<file path="src/rtl/fetch_stage_pkg.sv">
// Shared types and constants for the instruction fetch stage.
package fetch_stage_pkg;

    localparam int unsigned XLEN = 32;
    localparam int unsigned ILEN = 32;

    localparam logic [XLEN-1:0] RESET_PC_DEFAULT = 32'h0000_0000;
    localparam logic [ILEN-1:0] NOP_INSN         = 32'h0000_0013;

    typedef enum logic [1:0] {
        StFetch = 2'd0,
        StHold  = 2'd1,
        StDrain = 2'd2
    } fetch_state_e;

endpackage

</file>
<file path="src/rtl/fetch_pc_reg.sv">
// Program counter register: reset, redirect load, +4 increment or hold.
module fetch_pc_reg
    import fetch_stage_pkg::*;
#(
    parameter logic [XLEN-1:0] RESET_PC = RESET_PC_DEFAULT
) (
    input  logic            clk,
    input  logic            rst,
    input  logic            inc_i,
    input  logic            load_i,
    input  logic [XLEN-1:0] load_pc_i,
    output logic [XLEN-1:0] pc_o,
    output logic [XLEN-1:0] pc_next_o
);

    logic [XLEN-1:0] pc_q;
    logic [XLEN-1:0] pc_d;

    // Load wins over increment; the increment wraps naturally at 2^32.
    always_comb begin
        pc_d = pc_q;
        if (load_i) begin
            pc_d = {load_pc_i[XLEN-1:2], 2'b00};
        end else if (inc_i) begin
            pc_d = pc_q + 32'd4;
        end
    end

    always_ff @(posedge clk) begin
        if (rst) begin
            pc_q <= RESET_PC;
        end else begin
            pc_q <= pc_d;
        end
    end

    assign pc_o      = pc_q;
    assign pc_next_o = rst ? RESET_PC : pc_d;

endmodule

</file>
<file path="src/rtl/fetch_stage.sv">
// Single-outstanding-request fetch stage with a one-entry output holding register.
module fetch_stage
    import fetch_stage_pkg::*;
#(
    parameter logic [XLEN-1:0] RESET_PC = RESET_PC_DEFAULT
) (
    input  logic            clk,
    input  logic            rst,
    output logic            imem_req,
    output logic [XLEN-1:0] imem_addr,
    input  logic            imem_ack,
    input  logic [ILEN-1:0] imem_rdata,
    input  logic            redirect,
    input  logic [XLEN-1:0] redirect_pc,
    input  logic            inst_ready,
    output logic            inst_valid,
    output logic [ILEN-1:0] instruction,
    output logic [XLEN-1:0] inst_pc,
    output logic [XLEN-1:0] pc_plus4
);

    fetch_state_e    state_q, state_d;
    logic [XLEN-1:0] fetch_addr_q, fetch_addr_d;
    logic            valid_q, valid_d;
    logic [ILEN-1:0] insn_q, insn_d;
    logic [XLEN-1:0] ipc_q, ipc_d;
    logic            req_en_q;
    logic            ack_vld;
    logic            pc_inc;
    logic [XLEN-1:0] pc;
    logic [XLEN-1:0] pc_next;

    fetch_pc_reg #(
        .RESET_PC (RESET_PC)
    ) u_pc_reg (
        .clk       (clk),
        .rst       (rst),
        .inc_i     (pc_inc),
        .load_i    (redirect),
        .load_pc_i (redirect_pc),
        .pc_o      (pc),
        .pc_next_o (pc_next)
    );

    // Request is held off for one cycle after reset and drops combinationally on reset.
    assign imem_req = req_en_q & ~rst & (state_q != StHold);
    assign ack_vld  = imem_ack & imem_req;

    always_comb begin
        state_d = state_q;
        valid_d = valid_q;
        insn_d  = insn_q;
        ipc_d   = ipc_q;
        pc_inc  = 1'b0;
        if (redirect) begin
            valid_d = 1'b0;
        end
        case (state_q)
            StFetch: begin
                if (redirect) begin
                    state_d = ack_vld ? StFetch : StDrain;
                end else if (ack_vld) begin
                    state_d = StHold;
                    valid_d = 1'b1;
                    insn_d  = imem_rdata;
                    ipc_d   = fetch_addr_q;
                    pc_inc  = 1'b1;
                end
            end
            StHold: begin
                if (redirect || (inst_ready && valid_q)) begin
                    state_d = StFetch;
                    valid_d = 1'b0;
                end
            end
            StDrain: begin
                // A redirect only retargets pc; the stale request must still complete.
                if (ack_vld) begin
                    state_d = StFetch;
                end
            end
            default: state_d = StFetch;
        endcase
    end

    assign fetch_addr_d = (state_d == StFetch) ? pc_next : fetch_addr_q;

    always_ff @(posedge clk) begin
        if (rst) begin
            state_q      <= StFetch;
            fetch_addr_q <= RESET_PC;
            valid_q      <= 1'b0;
            insn_q       <= NOP_INSN;
            ipc_q        <= '0;
            req_en_q     <= 1'b0;
        end else begin
            state_q      <= state_d;
            fetch_addr_q <= fetch_addr_d;
            valid_q      <= valid_d;
            insn_q       <= insn_d;
            ipc_q        <= ipc_d;
            req_en_q     <= 1'b1;
        end
    end

    assign imem_addr   = fetch_addr_q;
    assign inst_valid  = valid_q;
    assign instruction = insn_q;
    assign inst_pc     = ipc_q;
    assign pc_plus4    = ipc_q + 32'd4;

endmodule

</file>
<file path="config.mk">
export PLATFORM = sky130hd
export DESIGN_NAME = fetch_stage
export DESIGN_NICKNAME = d
export VERILOG_FILES = /design/src/rtl/fetch_stage_pkg.sv /design/src/rtl/fetch_pc_reg.sv /design/src/rtl/fetch_stage.sv
export SDC_FILE = /design/constraint.sdc
export NUM_CORES = 1
export LEC_CHECK = 0
export ABC_AREA = 0
export BUFFER_PORTS_ARGS = -buffer_cell sky130_fd_sc_hd__buf_2
export CELL_PAD_IN_SITES_DETAIL_PLACEMENT = 0
export CELL_PAD_IN_SITES_GLOBAL_PLACEMENT = 1
export CORE_MARGIN = 3
export CORE_UTILIZATION = 33
export DETAILED_ROUTE_END_ITERATION = 16
export GPL_TIMING_DRIVEN = 1
export PLACE_DENSITY_LB_ADDON = 0.1
export SLEW_MARGIN = 20
export SYNTH_ARGS = -nofsm -noshare
export SYNTH_HDL_FRONTEND = slang
export SYNTH_SLANG_ARGS = --single-unit
export TNS_END_PERCENT = 10
</file>
<file path="constraint.sdc">
create_clock -name clk -period 1.9 [get_ports clk]
set_clock_uncertainty 0.2 [all_clocks]
set_input_delay 0 -clock clk [delete_from_list [all_inputs] [get_ports clk]]
set_output_delay 0 -clock clk [all_outputs]
set_load 0.02 [all_outputs]
</file>
## Yosys cells after proc, flatten, opt, wreduce, memory -nomap -nowiden

Cells that the tools add are included.

- $add $sub $neg: 2
- Eq/ne operators: 3
- Mux-type cells: 17
- Bitwise logic cells: 5
- Reductions and logical operators: 5

Operators by type and width:

| operator | count |
|---|---|
| 32-bit by 3-bit adder with 32-bit output, second input constant | 2 |
| 32-bit 2-to-1 mux | 2 |
| 2-bit 2-to-1 mux | 5 |
| 1-bit 2-to-1 mux | 8 |
| 2-bit case mux with 3 select lines | 1 |
| 2-bit logical NOT | 2 |
| 1-bit bitwise AND | 3 |
| 3-bit AND reduction | 1 |
| 2-bit by 1-bit equality test with 1-bit output, second input constant | 1 |
| 2-bit equality test, second input constant | 1 |
| 2-bit by 1-bit inequality test with 1-bit output, second input constant | 1 |
| 1-bit NOT | 2 |
| 1-bit case mux with 2 select lines | 1 |
| 1-bit logical AND | 1 |
| 1-bit logical OR | 1 |

- Bits in registers: 132
- Bits of input ports: 69
- Output and inout port bits: 130
- Word-level logic and storage cells: 39

## Depth between registers and ports, before layout

- Depth after elaboration: 9
- Mapped depth: 7
- Depth with buffers taken out: 6

## By module

Synthesis repeated with hierarchy kept, for this count alone.

- Cell total of the unflattened synthesis: 761
- Area, all modules: 6074.6 sq um

Modules (own cells, without submodules):

| module | instances | cells an instance | area each (sq um) |
|---|---|---|---|
| fetch_stage | 1 | 529 | 4186.5 |
| fetch_pc_reg | 1 | 232 | 1888.1 |

## Worst setup path after synthesis

Ideal clock, no wire load.

- Path type: reg2out
- From: reg ipc_q[2] (netlist: inst_pc[2])
- To: out pc_plus4[26]
- Data arrival time: 1.995 ns
- Setup slack: -0.295 ns
- Stages on the path, launching flop included: 7
- Path buffers: 0
- Path through: dfxtp_1 ha_1 nand3_1 or3_1 nor3_2 and3_1 xor2_1

- Cells in the longest elaborated chain, start to end: 1

Ends and longest elaborated chain:

| item | line | source |
|---|---|---|
| start, declared | fetch_stage.sv:26 | `logic [XLEN-1:0] ipc_q, ipc_d;` |
| start signal, assigned | fetch_stage.sv:101 | `ipc_q <= ipc_d;` |
| 32-bit by 3-bit adder with 32-bit output | fetch_stage.sv:110 | `assign pc_plus4 = ipc_q + 32'd4;` |
| end, declared | fetch_stage.sv:19 | `output logic [XLEN-1:0] pc_plus4` |

Every way passes these cells.

## Worst setup path in the final report

Same ends and word-level chain as after synthesis.

==> summary.md <==
| Metric | Value |
|---|---|
| Switching share of power | 24.7% |
| Yosys top cell area share | 43.3% |
| Ys async rst share | 0% |
| Fill cells | 1703 |
| I/O Buffers | 196 |
| Yosys top cell by area | dfxtp_1 |
| GP Congestion | 0.907 |
| Drt drc | 0 |
| Max cap viols | 0 |
| Crit path DAT | 2.09 ns |
| Compound-Gate Fraction of Synth Area | 15.1% |
| Pint | 0.00581 W |
| Largest net degree at the start of global routing | 44 |
| Final Slew Violations | 0 |
| First-pass GRT wire length | 32900 µm |
| Syn Nets | 804 |
| Post-Synth XOR/XNOR Area | 5.17% |
| IO Count | 199 |
| Remaining antenna violation count | 0 |
| Seq pwr share | 39.1% |
| CP endpoint kind | primary output |
| Initial Util | 33.7% |
| Sw power | 0.00190 W |
| Main area contributors after synthesis | dfxtp_1 (43%), nand2_1 (9.4%), a21oi_1 (6.6%) |
| Setup-failing EPs final | 43 |
| Simple-Gate Fraction of Synth Area | 30.3% |
| Power Density | 785 nW/µm² |
| Status | finished, violations left |
| Vias | 6607 |
| Gr usage total | 20.3% |
| Pre-antenna DRT Iters | 5 |
| FF+latch count, synth | 132 |
| Syn_area_per_cell | 8.32 µm² |
| Util after Layout | 54.3% |
| RSZ-0062 raised after global routing | yes |
| Starting DRC count in detailed routing | 284 |
| Core area | 18100 µm² |
| Violated checks | setup timing |
| Most used DFF post-synth | dfxtp_1 |
| Die X | 142 µm |
| Avg WL per Cell | 16.0 µm |
| CTS clk-pin slew, worst paths | 0.06 ns |
| Area delta synth->final | 61.2% |
| Root Buffer Master | clkbuf_16 |
| Power share of the clock group | 48.3% |
| Syn Std Cell Area | 6100 µm² |
| Ant diodes | 0 |
| Detailed Place HPWL | 14900 µm |
| Final period utilization | 120% |
| Slew headroom | 66.1% |
| Share of cells above drive strength 1 | 40.4% |
| Vias per cell | 5.01 |
| Vias in the first global route | 6475 |
| Final net count | 1147 |
| CP Launch Type | register |
| Post-synth EDFFs | 0 |
| H-tree levels | 4 |
| Post-synthesis mux area share | 1.17% |
| Crit Path Class | register to primary output |
| Leakage power | 4.40 nW |
| Yosys warnings | 0 |
| Slew @ Worst Pin | 0.509 ns |
| Combinational Power Share | 12.6% |
| Worst Path Max Fanout | 3 |
| Num CTS Buffers | 17 |
| Post-route setup slack | -0.386 ns |
| Worst-Skew Late Latency | 0.42 ns |
| Sequential share of the synthesized area | 43.3% |
| Worst Hold Class | input port to register |
| Largest family of logic cells by synthesized area | simple AND/OR/NAND/NOR gates |
| Fmax | 437 MHz |
| Count of final hold-check violations | 0 |
| Cells after synthesis | 733 |
| Initial antenna violation count | 0 |
| Adder-cell share of the synthesized area | 0.410% |
| Placed instance area | 8060 µm² |
| Critical path required time | 1.70 ns |
| Clock Path Buffers | 2 |
| Final instance area | 9830 µm² |
| GR Overflow Total | 0 |
| Die area | 20100 µm² |
| Total wire length | 21000 µm |
| Count of cell types in the netlist | 52 |
| TNS Setup | -5.68 ns |
| Cell Rows | 49 |
| Die H | 142 µm |
| Min cycle time layout | 2.29 ns |
| CTS tree | done |
| Peak VDD IR | 0.000642 V |
| TritonCTS Sinks | 132 |
## layout make-up
cell class              count  area, µm²  share of cell area (%)
clock inverters            13        230                    2.34
well taps                 229        287                    2.92
inverters                   9       33.8                   0.344
repair buffers            374       2620                    26.6
flip-flops and latches    132       2680                    27.2
multi-input cells         542       3550                    36.1
clock buffers              19        433                    4.40
## stage by stage
| stage | total power, W | hold WS [ns] | std cells | setup WS (ns) |
|---|---|---|---|---|
| 3_5_place_dp | 0.00389 | 0.0189 | 1213 | -0.204 |
| 5_1_grt | 0.00800 | 0.0439 | 1318 | -0.480 |
| 4_1_cts | 0.00777 | 0.00338 | 1315 | -0.410 |
| 6_report | 0.00771 | 0.0281 | 1318 | -0.386 |
| 3_3_place_gp | 0.00388 | 0.0112 | 1213 | -0.176 |
| 2_1_floorplan | 0.00350 | -0.0757 | 733 | -0.0702 |
## synth_stat cells (all sizes together) (2+ instances only)
| cell type | number |
|---|---|
| and2 | 8 |
| nor2 | 16 |
| xor2 | 6 |
| xnor2 | 30 |
| o211a | 5 |
| clkbuf | 20 |
| o21ai | 9 |
| nand2 | 154 |
| and3 | 14 |
| a31o | 11 |
| o31ai | 4 |
| o41ai | 11 |
| or2 | 2 |
| dfxtp | 132 |
| inv | 9 |
| o21a | 6 |
| a21o | 3 |
| nand4 | 28 |
| a21oi | 80 |
| o211ai | 5 |
| nand3 | 38 |
| nand2b | 8 |
| nor3 | 33 |
| nor3b | 5 |
| o31a | 6 |
| nand3b | 5 |
| and4 | 11 |
| nor4 | 11 |
| nor2b | 17 |
| mux2i | 6 |
| buf | 30 |
| ha | 2 |
| and3b | 2 |
| or3 | 2 |
## logic make-up (layout without fill, tap and decap cells)
kind of cell | count (synthesis) | after routing
xor+xnor | 36 | 36
buf+inv | 59 | 415
fa+ha+maj | 2 | 2
compound gates | 142 | 142
flops | 132 | 132
mux | 7 | 7
simple gates | 355 | 355
## worst max-delay path: stages, from the launching register on
cell and delay, ns:
dfxtp_4 0.36, ha_4 0.15, nand3_4 0.06, or3_4 0.36, nor3_4 0.21, and3_4 0.25
xor2_4 0.15, buf_6 0.13
## power by group through the flow
stage	Combinational [W]	Clock (W)	Sequential [W]
floorplan	0.000366	0	0.00313
global placement	0.000820	0	0.00306
detailed placement	0.000832	0	0.00306
CTS	0.000958	0.00380	0.00301
global route	0.00105	0.00392	0.00303
finish	0.000972	0.00372	0.00302
## routing by layer
layer,vias up,track usage [%],wire (µm)
li1,3270,-,-
met1,3118,27.6,9850
met2,193,32.1,9670
met3,26,4.10,1070
met4,0,7.63,432
met5,-,0,0
## sequential cells by signal, summed over array words and instances, names as in the netlist
| register | cells |
|---|---|
| imem_addr | 32 |
| inst_pc | 32 |
| instruction | 32 |
| u_pc_reg.pc_o | 32 |
| state_q | 2 |
| inst_valid | 1 |
| req_en_q | 1 |
## placed cells by master (no fill, tap or decap), types with 20 or more instances in the layout
cell | synthesis | final
buf_2 | 22 | 174
nand2_1 | 152 | 149
buf_4 | 5 | 119
dfxtp_1 | 132 | 110
a21oi_1 | 80 | 79
dlygate4sd3_1 | 0 | 67
nand3_1 | 37 | 34
nand4_1 | 23 | 23
xnor2_1 | 30 | 21
dfxtp_2 | 0 | 20
## worst paths after layout
| check | startpoint | end | slack (ns) | cells after the start |
|---|---|---|---|---|
| max | inst_pc[2] | pc_plus4[26] | -0.39 | 7 |
| min | redirect | u_pc_reg.pc_o[0] | 0.03 | 3 |
| max reg2reg | u_pc_reg.pc_o[3] | imem_addr[18] | -0.20 | 7 |
| min reg2reg | instruction[23] | instruction[23] | 0.25 | 2 |
## what timing repair did
action	CTS	global route
endpoints found under the hold margin	99	0
buffers inserted	3	5
hold buffers	67	0
setup endpoints to repair	75	104
pin swaps	23	24
resized for setup	68	40
Power figures use the tool's default switching activity.
